`src/rtl/mem_wb_stage.sv`:
```
// Memory-access stage and MEM/WB register: issues data-memory accesses,
// stalls the pipeline until ack or timeout, then registers the write-back bundle.
module mem_wb_stage #(
    parameter int MAX_WAIT = 16
) (
    input  logic        clk_i,
    input  logic        rst_i,
    input  logic [1:0]  WB_i,
    input  logic        MemRead_i,
    input  logic        MemWrite_i,
    input  logic [31:0] Address_i,
    input  logic [31:0] Write_data_i,
    input  logic [4:0]  RegDst_i,
    output logic        dmem_req_o,
    output logic        dmem_we_o,
    output logic [31:0] dmem_addr_o,
    output logic [31:0] dmem_wdata_o,
    input  logic [31:0] dmem_rdata_i,
    input  logic        dmem_ack_i,
    output logic        stall_o,
    output logic        err_o,
    output logic [1:0]  WB_o,
    output logic [31:0] ReadData_o,
    output logic [31:0] ALUResult_o,
    output logic [4:0]  RegDst_o
);

    localparam int CW = $clog2(MAX_WAIT);

    typedef enum logic {
        IDLE,
        WAIT
    } state_t;

    state_t        state_q, state_d;
    logic [CW-1:0] cnt_q, cnt_d;
    logic [1:0]    wb_d;
    logic [31:0]   rdata_d;
    logic          err_d;
    logic          req, stall;
    logic          mem_op, aligned, is_load, last_wait;

    assign mem_op    = MemRead_i | MemWrite_i;
    assign aligned   = (Address_i[1:0] == 2'b00);
    // A simultaneous read+write is performed as a write, so no load data
    assign is_load   = MemRead_i & ~MemWrite_i;
    assign last_wait = (cnt_q == CW'(MAX_WAIT - 1));

    always_comb begin
        state_d = state_q;
        cnt_d   = cnt_q;
        wb_d    = WB_i;
        rdata_d = '0;
        err_d   = err_o;
        req     = 1'b0;
        stall   = 1'b0;
        unique case (state_q)
            IDLE: begin
                if (mem_op) begin
                    if (!aligned) begin
                        err_d = 1'b1;
                        wb_d  = '0;
                    end else begin
                        req     = 1'b1;
                        stall   = 1'b1;
                        state_d = WAIT;
                        cnt_d   = '0;
                        wb_d    = '0;
                        if (MemRead_i & MemWrite_i) err_d = 1'b1;
                    end
                end
            end
            WAIT: begin
                req = 1'b1;
                if (dmem_ack_i) begin
                    rdata_d = is_load ? dmem_rdata_i : '0;
                    state_d = IDLE;
                    cnt_d   = '0;
                end else if (last_wait) begin
                    err_d   = 1'b1;
                    wb_d    = '0;
                    state_d = IDLE;
                    cnt_d   = '0;
                end else begin
                    stall = 1'b1;
                    cnt_d = cnt_q + CW'(1);
                    wb_d  = '0;
                end
            end
        endcase
    end

    // Handshake outputs drop the moment reset asserts, not at the next edge
    assign dmem_req_o   = rst_i & req;
    assign dmem_we_o    = rst_i & req & MemWrite_i;
    assign stall_o      = rst_i & stall;
    assign dmem_addr_o  = {Address_i[31:2], 2'b00};
    assign dmem_wdata_o = Write_data_i;

    always_ff @(posedge clk_i or negedge rst_i) begin
        if (!rst_i) begin
            state_q     <= IDLE;
            cnt_q       <= '0;
            err_o       <= 1'b0;
            WB_o        <= '0;
            ReadData_o  <= '0;
            ALUResult_o <= '0;
            RegDst_o    <= '0;
        end else begin
            state_q     <= state_d;
            cnt_q       <= cnt_d;
            err_o       <= err_d;
            WB_o        <= wb_d;
            ReadData_o  <= rdata_d;
            ALUResult_o <= Address_i;
            RegDst_o    <= RegDst_i;
        end
    end

endmodule

```
`config.mk`:
```
export PLATFORM = sky130hd
export DESIGN_NAME = mem_wb_stage
export DESIGN_NICKNAME = d
export VERILOG_FILES = /design/src/rtl/mem_wb_stage.sv
export SDC_FILE = /design/constraint.sdc
export NUM_CORES = 1
export LEC_CHECK = 0
export BUFFER_PORTS_ARGS = -buffer_cell sky130_fd_sc_hd__buf_2
export CORE_ASPECT_RATIO = 1.4
export CORE_MARGIN = 10
export CORE_UTILIZATION = 40
export DETAILED_ROUTE_END_ITERATION = 10
export PLACE_DENSITY = 0.8
export REMOVE_ABC_BUFFERS = 1
export SYNTH_ARGS = -nofsm -noshare
export SYNTH_HDL_FRONTEND = slang
export SYNTH_SLANG_ARGS = --single-unit
```
`constraint.sdc`:
```
create_clock -name clk_i -period 2.5 [get_ports clk_i]
set_clock_uncertainty 0.1 [all_clocks]
set_input_delay 0.25 -clock clk_i [delete_from_list [all_inputs] [get_ports clk_i]]
set_output_delay 0.25 -clock clk_i [all_outputs]
set_load 0.03 [all_outputs]
```
==> metrics.cfg, run 1 <==
[sta]
tns_ns=0
grt_setup_unrepaired=false
hold_viol=0
tightest_slew_ns=0.8685
final_max_slew_viol_count=0
period_needed_ns=2.046
maxSlewHeadroom_pct=42.10
max_freq_mhz=488.9
finalCritPeriodShare_pct=81.82
fin_ws_ns=0.4545
setup_viol=0

[final_layout]
mostFrequentLayoutCell=buf_2
final_cell_mix=179 x buf_2, 77 x dfrtp_1, 62 x dlygate4sd3_1
multi_input_area_um2=425.4
design_area_um2=4214
seq_area_um2=1927
nFillCells=525
n_antenna_cell=0
nets=507
utilization_pct=60.36
area.growth.synth_to_final_pct=46.43
drive_gt1_share_pct=49.63

[power_and_ir_drop]
clkPwrFrac_pct=35.3
power_switching_share_pct=27.47
p_per_area_nw_per_um2=641.8
p_total_w=0.002705
combinationalPowerShare_pct=16.2
ir_drop_mv=0.4880
cellLeakagePower_nw=2.296
p_sw_w=0.0007431
seqPwrFrac_pct=48.5
p_int_w=0.001962

[yosys]
synthCells=211
synth_xor_xnor_area_share_pct=0.3043
syn_area_um2=2878
netlist.area_leader.share_pct=66.96
ys_seq_area_share_pct=66.96
synth-seq-cells=77
synth_top_area_cell=dfrtp_1
avgSynthCellArea_um2=13.64
synthSimpleGateAreaFrac_pct=11.00
yosys_warnings=0
ys_top_cells_by_area=dfrtp_1 67%, buf_4 17%, and2_1 7.4%, buf_6 1.6%, a22o_1 0.91%
synth_compound_area_share_pct=2.783
synth_fa_ha_area_share_pct=0.4348
synth.mux.area_fraction_pct=0
synth_top_family_by_area=buffers and inverters
synth.distinct_cells=26

[global_routing]
grt_max_degree=74
grt_overflow=0
grt_pass1_vias=2394
antenna_found_initial=0
grt_pass1_wl_um=14260
grt_usage_pct=17.04

[clock_network]
clock-root-buffer=clkbuf_8
cts_buffers=9
cts_buffer_depth=2
h-tree-depth=3
worstSkewPairLatency_ns=0.34
cts_sinks=77
cts_tree=done
clk_pin_slew_ns=0.09

[floorplanning]
die-area_um2=11040
io_pins=247
start_util_pct=41.22
die_w_um=91.69
die_h_um=120.4
row_count=36
coreArea_um2=6982

[drt]
vias=2190
first_pass_iters=4
drcViolationCount=0
vias_per_cell=4.398
routed_wl_um=9763
ant_nets=0
drt_iter0_drc=104
wire_per_inst_um=19.60

[setup_path]
path_max_fanout=3
worst_ep_arrival_time_ns=1.70
startpoint=Address_i[1]
r2r-start=state_q
path_class=primary input to primary output
critical-path-slowest-cell=dlygate4sd3_1
required_ns=2.15
cp_slowest_stage_delay_ns=0.54
r2r-end=ReadData_o[6]
cp-end-kind=primary output
cp_common_cell=buf_2
crit_path_start_kind=primary input
rrSetupSlack_ns=1.17
worst_r2r_path_depth=2
critical_path.endpoint=stall_o
path_cells=dlygate4sd3_1 > buf_2 > nor3_1 > a22o_1 > and2_1 > buf_2

[run]
drv_cap=0

[worst_hold_path]
hold_class=primary input to flip-flop

[placement]
pre_cts_ws_ns=0.8777
io_buffers=180
place_area_um2=3386
dpl.hpwl_um=6883
gp_congestion=0.7953

[run_status]
status=finished clean

[area by class of cell]
type | count | area share (%)
clock buffers | 10 | 3.266
clock inverters | 6 | 1.663
inverters | 1 | 0.08907
multi-input cells | 66 | 10.10
flip-flops and latches | 77 | 45.72
well taps | 95 | 2.821
repair buffers | 243 | 36.34
[logic make-up after synthesis]
logic type	after synthesis
compound gates	11
xor+xnor	1
fa+ha+maj	1
buf+inv	69
flops	77
other cells	1
simple gates	51
[worst min-delay path by stage]
stage / cells past startpoint / slack, ns / to / startpoint
2_1_floorplan: 0 / -0.15 / ALUResult_o[0] / rst_i
3_3_place_gp: 1 / -0.02 / ALUResult_o[1] / rst_i
3_5_place_dp: 1 / -0.03 / state_q / rst_i
4_1_cts: 2 / 0.0008 / ReadData_o[14] / dmem_rdata_i[14]
5_1_grt: 2 / 0.008 / ReadData_o[14] / dmem_rdata_i[14]
6_report: 2 / 0.03 / ReadData_o[14] / dmem_rdata_i[14]
[registers in the layout (all words and copies together) (netlist names)]
register     count
ALUResult_o     32
ReadData_o      32
RegDst_o         5
WB_o             2
cnt_q            4
err_o            1
state_q          1
[per-stage QoR]
step           hold slack [ns]  cells
2_1_floorplan          -0.1456    144
3_3_place_gp          -0.02376    420
3_5_place_dp          -0.02562    420
4_1_cts              0.0008263    498
5_1_grt               0.008367    498
6_report               0.02506    498
[power groups by stage]
stage               registers (W)  clock network [W]  logic [W]
floorplan                 0.00142                  0  0.0000487
global placement          0.00133                  0   0.000356
detailed placement        0.00134                  0   0.000363
CTS                       0.00131           0.000988   0.000439
global route              0.00132            0.00105   0.000469
finish                    0.00131           0.000953   0.000439
[worst max-delay path, delay by kind of cell]
family,cells,cell delay [ns]
AOI/OAI and AO/OA,1,0.20
and+or+nand+nor,2,0.38
buffers and inverters,3,0.86
[repair_timing]
item,CTS,global route
hold buffers,62,0
resized for setup,0,0
hold endpoints to repair,65,0
buffers inserted,0,0
[cells in the mapped netlist, drive strengths merged]
cell type,n
dfrtp,77
buf,68
and2,34
nand3,4
a22o,3
nor2b,3
a21o,2
a21oi,2
nand2,2
nor2,2
nor3,2
a31oi,1
and3,1
and4b,1
conb,1
ha,1
inv,1
nand2b,1
o21ai,1
o21ba,1
o22ai,1
or2,1
xor2,1
[metal layers]
layer  wire length [um]  vias up  track usage (%)
met2               4648      187            26.96
met3               1500       19            11.08
met4                229        0            7.466
met5                  0        -                0
met1               3384     1014            17.34
li1                   -      970                -
Power figures use the tool's default switching activity.
==> inputs of run 2 (changes only) <==
--- a/config.mk
+++ b/config.mk
@@ -5,12 +5,13 @@
 export SDC_FILE = /design/constraint.sdc
 export NUM_CORES = 1
 export LEC_CHECK = 0
+export ABC_AREA = 1
 export BUFFER_PORTS_ARGS = -buffer_cell sky130_fd_sc_hd__buf_2
 export CORE_ASPECT_RATIO = 1.4
 export CORE_MARGIN = 10
-export CORE_UTILIZATION = 40
+export CORE_UTILIZATION = 39
 export DETAILED_ROUTE_END_ITERATION = 10
-export PLACE_DENSITY = 0.8
+export PLACE_DENSITY = 0.76
 export REMOVE_ABC_BUFFERS = 1
 export SYNTH_ARGS = -nofsm -noshare
 export SYNTH_HDL_FRONTEND = slang
==> constraint.sdc (replaced) <==
create_clock -name clk_i -period 1.9 [get_ports clk_i]
set_clock_uncertainty 0.1 [all_clocks]
set_input_delay 0.19 -clock clk_i [delete_from_list [all_inputs] [get_ports clk_i]]
set_output_delay 0.19 -clock clk_i [all_outputs]
set_load 0.03 [all_outputs]
==> metrics.cfg, run 2 <==
[setup_path]
required_ns=1.61
path_max_fanout=3
crit_path_start_kind=primary input
path_class=primary input to primary output
worst_ep_arrival_time_ns=1.51
cp-end-kind=primary output

[yosys]
synth_xor_xnor_area_share_pct=0
yosys.cell_count.top_type=dfrtp_1
avgSynthCellArea_um2=13.32
synthSimpleGateAreaFrac_pct=17.86
netlist.area_leader.share_pct=61.80
yosys_warnings=0
synth_edf_count=0
ys_seq_area_share_pct=61.80
syn_area_um2=3118
async_flop_share_pct=100.0
synthTopCellsByCount=77 x dfrtp_1, 64 x buf_4, 30 x nor3b_2
synth_top_family_by_area=buffers and inverters
synth_top_area_cell=dfrtp_1
synth_top_flop_cell=dfrtp_1
synth_compound_area_share_pct=0.8026
synthCells=234
synth_fa_ha_area_share_pct=0.4013
ys_top_cells_by_area=dfrtp_1 62%, buf_4 15%, nor3b_2 12%, nand2_1 2.6%, buf_6 2.2%
synth.mux.area_fraction_pct=0
synth-seq-cells=77
synth.distinct_cells=19

[clock_network]
cts_buffer_depth=2
cts_buffers=9
clock-root-buffer=clkbuf_8
clk_pin_slew_ns=0.08
worstSkewPairLatency_ns=0.34
h-tree-depth=3
cts_sinks=77
cts_tree=done

[final_layout]
area.growth.synth_to_final_pct=47.91
stdcell_count=538
top_regs=ALUResult_o x32, ReadData_o x32, RegDst_o x5
drive_gt1_share_pct=55.94
nets=542
mostFrequentLayoutCell=buf_2
design_area_um2=4612
n_antenna_cell=0
final_cell_mix=176 x buf_2, 77 x dfrtp_1, 71 x dlygate4sd3_1

[sta]
fin_ws_ns=0.1050
grt_setup_unrepaired=false
period_needed_ns=1.795
setup_viol=0
final_max_slew_viol_count=0
max_freq_mhz=557.1
tns_ns=0
finalCritPeriodShare_pct=94.48
hold_viol=0

[run_status]
status=finished clean

[placement]
dp_cells=448
gp_congestion=0.9014
io_buffers=180
place_area_um2=3662
dpl.hpwl_um=10300
pre_cts_ws_ns=0.4376

[drt]
routed_wl_um=13180
drt_iter0_drc=90
vias_per_cell=4.338
wire_per_inst_um=24.49
ant_nets=0
first_pass_iters=4
vias=2334
drcViolationCount=0

[run]
drv_cap=0

[worst_hold_path]
hold_class=primary input to flip-flop

[global_routing]
grt_pass1_vias=2663
grt_pass1_wl_um=18590
grt_overflow=0
grt_usage_pct=21.96
antenna_found_initial=0
grt_max_degree=71

[floorplanning]
die_w_um=95.57
die-area_um2=12020
row_count=38
coreArea_um2=7797
start_util_pct=39.99
die_h_um=125.8
io_pins=247

[power_and_ir_drop]
p_per_area_nw_per_um2=788.5
ir_drop_mv=0.5225
cellLeakagePower_nw=2.419

-- run 2: worst paths after layout --
path	end	start	cells after the start	slack (ns)
worst max-delay path	dmem_we_o	Address_i[1]	8	0.10
worst min-delay path	ReadData_o[2]	dmem_rdata_i[2]	2	0.03
worst max register to register	ReadData_o[0]	state_q	3	0.59
worst min register to register	err_o	err_o	2	0.39
max in group asynchronous	ReadData_o[0]	rst_i	3	0.97
min in group asynchronous	err_o	rst_i	2	0.16
-- run 2: cells by family (layout without fill, tap and decap cells) --
kind of cell               count (synthesis)  count (layout)
adders and majority gates                  1               1
buffers and inverters                     82             285
and+or+nand+nor                           70              70
other                                      1               2
AOI/OAI and AO/OA                          3               3
DFF                                       77              77
-- run 2: routing by layer --
metal | GRT usage (%) | vias up | wire length [um]
li1 | - | 1068 | -
met1 | 16.00 | 1078 | 3109
met2 | 38.17 | 171 | 6957
met3 | 19.44 | 17 | 2758
met4 | 8.877 | 0 | 349
met5 | 0 | - | 0
-- run 2: layout make-up --
type	instances	area, um2
multi-input cells	76	609.3
clock inverters	5	60.06
flip-flops and latches	77	1927
inverters	12	45.04
well taps	100	125.1
clock buffers	11	141.4
repair buffers	257	1704
fillers	618	3186
-- run 2: worst max-delay path: stages --
cell,delay [ns]
dlygate4sd3_1,0.53
buf_2,0.14
nor2_4,0.11
nand2_1,0.07
nand2_2,0.11
nand2_1,0.09
nor2_1,0.09
buf_4,0.16
-- run 2: repair_timing --
item | CTS | global route
hold buffers | 71 | 0
gates resized for setup | 0 | 7
endpoints found under the setup margin | 0 | 3
buffers inserted | 0 | 3
hold endpoints to repair | 147 | 0
-- run 2: report_power, final --
group | internal (W) | total (W) | switching [W]
Clock | 0.000645 | 0.00122 | 0.000576
Combinational | 0.000280 | 0.000693 | 0.000413
Sequential | 0.00170 | 0.00172 | 0.0000223
Total | 0.00263 | 0.00364 | 0.00101
-- run 2: metrics by stage --
stage / hold WS, ns / total power [W] / util (%)
6_report: 0.02977 / 0.003636 / 59.15
5_1_grt: 0.0004141 / 0.003808 / 59.15
4_1_cts: 0.005725 / 0.003659 / 58.67
3_5_place_dp: -0.05837 / 0.002310 / 46.97
3_3_place_gp: -0.06146 / 0.002294 / 46.97
2_1_floorplan: -0.2056 / 0.001978 / -
